### config.mk
export PLATFORM = sky130hd
export DESIGN_NAME = whack_hit_scorer
export DESIGN_NICKNAME = d
export VERILOG_FILES = /design/src/rtl/whack_hit_scorer.sv
export SDC_FILE = /design/constraint.sdc
export NUM_CORES = 1
export LEC_CHECK = 0
export ABC_AREA = 1
export BUFFER_PORTS_ARGS = -buffer_cell sky130_fd_sc_hd__buf_2
export CORE_UTILIZATION = 53
export DETAILED_ROUTE_END_ITERATION = 16
export HOLD_SLACK_MARGIN = 0.12
export PLACE_DENSITY_LB_ADDON = 0.3
export SLEW_MARGIN = 10
export SYNTH_ARGS = -nofsm -noshare
export SYNTH_HDL_FRONTEND = slang
export SYNTH_SLANG_ARGS = --single-unit
export TNS_END_PERCENT = 100
### constraint.sdc
create_clock -name Clock -period 1.82 [get_ports Clock]
set_input_delay 0 -clock Clock [delete_from_list [all_inputs] [get_ports Clock]]
set_output_delay 0 -clock Clock [all_outputs]
set_load 0.03 [all_outputs]
### src/rtl/whack_hit_scorer.sv
// whack_hit_scorer
// Turns raw active-low button presses into synchronized press events,
// judges each event against the hole currently holding the mole and keeps
// a saturating two-digit BCD score for the 7-segment display.
//
// Pulse protocol: hit_pulse and miss_pulse are single-cycle, registered,
// mutually exclusive strobes with no back-pressure; the game controller
// must accept them in the cycle they are high.
//
// state_dbg mirrors the registered FSM state (0 = IDLE, 1 = WAIT,
// 2 = ARMED) so checkers can observe it without reaching into the design.
module whack_hit_scorer #(
    parameter int NUM_HOLES   = 4,
    parameter int SYNC_STAGES = 2
) (
    input  logic                 Clock,
    input  logic                 reset,
    input  logic [NUM_HOLES-1:0] KEY,
    input  logic [NUM_HOLES-1:0] mole_onehot,
    input  logic                 mole_new,
    input  logic                 game_active,
    input  logic                 clear_score,
    output logic                 hit_pulse,
    output logic                 miss_pulse,
    output logic [3:0]           score_ones,
    output logic [3:0]           score_tens,
    output logic                 score_max,
    output logic [1:0]           state_dbg
);

    typedef enum logic [1:0] {
        S_IDLE  = 2'd0,
        S_WAIT  = 2'd1,
        S_ARMED = 2'd2
    } state_t;

    localparam int SYNC_W = SYNC_STAGES * NUM_HOLES;

    state_t               state_q, state_d;
    logic [SYNC_W-1:0]    sync_q;
    logic [NUM_HOLES-1:0] synced;
    logic [NUM_HOLES-1:0] key_prev;
    logic [SYNC_STAGES:0] boot_q;
    logic                 events_ok;
    logic [NUM_HOLES-1:0] press_ev;
    logic                 hit_d, miss_d, inc;
    logic [3:0]           ones_d, tens_d;
    logic                 max_d;

    // Newest sample enters at the low slice, the oldest stage sits at the top.
    assign synced = sync_q[SYNC_W-1 -: NUM_HOLES];

    // After reset the synchronizer still holds the forced "released" value.
    // A button held through reset would show up as a falling edge once the
    // chain fills with the real level, so events stay masked until the
    // chain and key_prev both carry genuinely sampled values.
    assign events_ok = boot_q[SYNC_STAGES];
    assign press_ev  = events_ok ? (key_prev & ~synced) : '0;

    assign state_dbg = state_q;

    // Button synchronizer chain, previous-sample register and post-reset mask.
    always_ff @(posedge Clock or negedge reset) begin
        if (!reset) begin
            sync_q   <= '1;
            key_prev <= '1;
            boot_q   <= '0;
        end else begin
            sync_q   <= {sync_q[SYNC_W-NUM_HOLES-1:0], KEY};
            key_prev <= synced;
            boot_q   <= {boot_q[SYNC_STAGES-1:0], 1'b1};
        end
    end

    // Next-state and pulse decisions; at most one pulse per cycle, hit first.
    always_comb begin
        state_d = state_q;
        hit_d   = 1'b0;
        miss_d  = 1'b0;
        inc     = 1'b0;
        if (!game_active) begin
            state_d = S_IDLE;
        end else if (state_q == S_IDLE) begin
            state_d = S_WAIT;
        end else if (mole_new) begin
            // A new appearance re-arms scoring; same-cycle presses are dropped.
            state_d = S_ARMED;
        end else if (state_q == S_ARMED) begin
            if (|(press_ev & mole_onehot)) begin
                hit_d   = 1'b1;
                inc     = 1'b1;
                state_d = S_WAIT;
            end else if (|press_ev) begin
                miss_d = 1'b1;
            end
        end else begin
            if (|press_ev) begin
                miss_d = 1'b1;
            end
        end
    end

    // Saturating BCD increment; clear_score overrides a same-cycle increment.
    always_comb begin
        ones_d = score_ones;
        tens_d = score_tens;
        if (clear_score) begin
            ones_d = 4'd0;
            tens_d = 4'd0;
        end else if (inc && !(score_ones == 4'd9 && score_tens == 4'd9)) begin
            if (score_ones == 4'd9) begin
                ones_d = 4'd0;
                tens_d = score_tens + 4'd1;
            end else begin
                ones_d = score_ones + 4'd1;
            end
        end
        max_d = (tens_d == 4'd9) && (ones_d == 4'd9);
    end

    // FSM state, output pulses and score registers.
    always_ff @(posedge Clock or negedge reset) begin
        if (!reset) begin
            state_q    <= S_IDLE;
            hit_pulse  <= 1'b0;
            miss_pulse <= 1'b0;
            score_ones <= 4'd0;
            score_tens <= 4'd0;
            score_max  <= 1'b0;
        end else begin
            state_q    <= state_d;
            hit_pulse  <= hit_d;
            miss_pulse <= miss_d;
            score_ones <= ones_d;
            score_tens <= tens_d;
            score_max  <= max_d;
        end
    end

endmodule
==> metrics.yaml <==
antenna_cells: 0
cts.reportedPaths.clkPinSlew_ns: 0.14
final_cell_mix: "nand2_1, buf_2, inv_1"
synth.avg_cell_area_um2: 8.89
finalCritPeriodShare_pct: 92.5
area_growth_pct: 28.8
insertion_delay_ns: 0.32
num_vias: 1132
ys_seq_elements: 28
syn_nets: 163
skew_ns: 0.00546
syn-cell-area_um2: 1320
design.die.area_um2: 2680
die_y_um: 51.8
finalNetCount: 209
critPathCaptureType: "register"
worstMarginPinSlew_ns: 0.593
final_common_cell: "nand2_1"
power_density_nw_per_um2: 699
hold_path.class: "input pin to asynchronous set/reset pin"
yosysWarnings: 0
yosysTopAreaCell: "dfrtp_1"
cellLeakagePower_uw: 0.000933
htree_levels: 1
dpl_worst_slack_ns: 0.204
grt_use_total_pct: 23.1
fin_area_um2: 1690
cts_tree: "done"
holdWs_ns: 0.193
worst_setup_path_start_kind: "register"
yosys-top-cells-area: "dfrtp_1, dfstp_2, nand2_1, inv_1, nand4_1"
maxClockFrequency_mhz: 594
totalWireLength_um: 2710
maxCapViolCount: 0
antenna_found_initial: 0
dp_hpwl_um: 1830
setup-tns-final_ns: 0
grt_max_degree: 29
grt_pass1_wl_um: 4470
synth_cells: 148
die_x_um: 51.8
post_drt_via_cell_ratio: 5.12
cts_max_path_buffers: 2
cts_sinks: 28
slew_headroom_pct: 60.5
drt_iter0_drc: 28
drc_errors: 0
slew_viol_final: 0
io_buffers: 25
cts_inserted_buffers: 3
crit_fanout: 8
root_buffer: "clkbuf_4"
synth.distinct_cells: 24
status: "finished, final reports clean"
first_global_vias: 1025
rsz0062_at_grt: "yes"
drive_above_1_share_pct: 31.1
layout_setup_ws_ns: 0.137
row_count: 17
ys_seq_area_share_pct: 54.4
pin_count: 26
initial_utilization_pct: 57.8
finish.utilization_pct: 74.4
antenna_left: 0
setup_viol: 0
vdd.ir_drop.worst_mv: 0.846
placed_area_um2: 1470
gp_congestion: 0.953
crit_required_ns: 2.08
synth_top_area_share_pct: 30.4
grt_overflow: 0
cp.arrival_ns: 1.94
post_drt_wl_per_cell_um: 12.3
hold_viol_final: 0
dr.pass1.iters: 4
core_area_um2: 2280
crit_type: "register to register"
period_needed_ns: 1.68
==> synthesized netlist by cell type <==
cell type,count
nand2_4,1
buf_4,1
nor2_2,1
nor2_1,9
ha_1,2
conb_1,1
dfstp_2,12
o21ai_0,5
nand2_2,1
a21oi_1,2
o21ai_1,1
xor2_1,2
nor2_4,2
o21a_1,1
dfrtp_1,16
nand2_1,39
inv_1,25
nand3_1,11
nand3_4,1
nand4_1,10
nand3b_4,1
o22ai_1,1
a41oi_1,1
inv_2,2
==> routing by layer <==
metal  wire [µm]  vias to the layer above  track usage (%)
met5           0                        -                0
met4          10                        0             4.95
met3         138                        2             5.26
met2        1390                       45             39.8
met1        1170                      527             29.7
li1            -                      558                -
==> flip-flops by register name (all words and copies together), names as in the netlist <==
| name | flops |
|---|---|
| state_dbg | 2 |
| miss_pulse | 1 |
| boot_q | 3 |
| hit_pulse | 1 |
| score_tens | 4 |
| score_ones | 4 |
| score_max | 1 |
| key_prev | 4 |
| sync_q | 8 |
==> kinds of logic (layout without fill, tap and decap cells) <==
family | after synthesis | in the layout | synth area share [%]
AOI/OAI and AO/OA | 11 | 11 | 4.76
xor gates and xnor gates | 2 | 2 | 1.33
adders and majority gates | 2 | 2 | 1.90
buffers and inverters | 28 | 73 | 8.28
DFF | 28 | 28 | 54.4
other | 1 | 1 | 0.285
and+or+nand+nor | 76 | 76 | 29.0
==> timing repair <==
item	in CTS	in global routing
hold buffers	13	0
buffers inserted	0	4
endpoints found under the setup margin	0	1
resized for setup	0	7
endpoints found under the hold margin	44	0
==> cell type report <==
type | count | area [µm²]
clock buffer | 3 | 22.5
clock inverter | 1 | 30.0
fill | 152 | 582
inverter | 27 | 104
multi-input combinational | 92 | 500
sequential | 28 | 717
tap | 28 | 35.0
timing repair buffer | 42 | 285
==> worst paths after layout <==
check,startpoint,to,slack [ns],cells after the start
worst min register to register,sync_q[0],sync_q[4],0.37,0
worst min-delay path,reset,state_dbg[1],0.19,2
worst max-delay path,score_ones[2],score_max,0.14,11
max in group asynchronous,reset,score_ones[1],1.21,2
worst max register to register,score_ones[2],score_max,0.14,11
min in group Clock,KEY[0],sync_q[0],0.31,2
==> power breakdown <==
part	switching [µW]	leakage (µW)	internal [µW]	total, µW
registers	15.5	0.000338	656	672
logic	70.3	0.000567	47.7	118
clock network	172	0.0000279	223	395
==> through the flow <==
step	total power, µW	cells
5_1_grt	1240	221
2_1_floorplan	732	148
6_report	1180	221
3_5_place_dp	774	200
4_1_cts	1190	217
3_3_place_gp	768	200
==> critical path: stages, from the launching register on <==
cell	delay, ns
dfrtp_1	0.40
inv_1	0.10
nand2_1	0.11
nor2_4	0.19
nand3b_4	0.14
nand3_4	0.16
nand2_1	0.08
nand3_1	0.10
nand2_1	0.07
nor2_1	0.10
nand2_1	0.05
nor2_1	0.11
No activity file was read; power rests on OpenSTA's default activity.
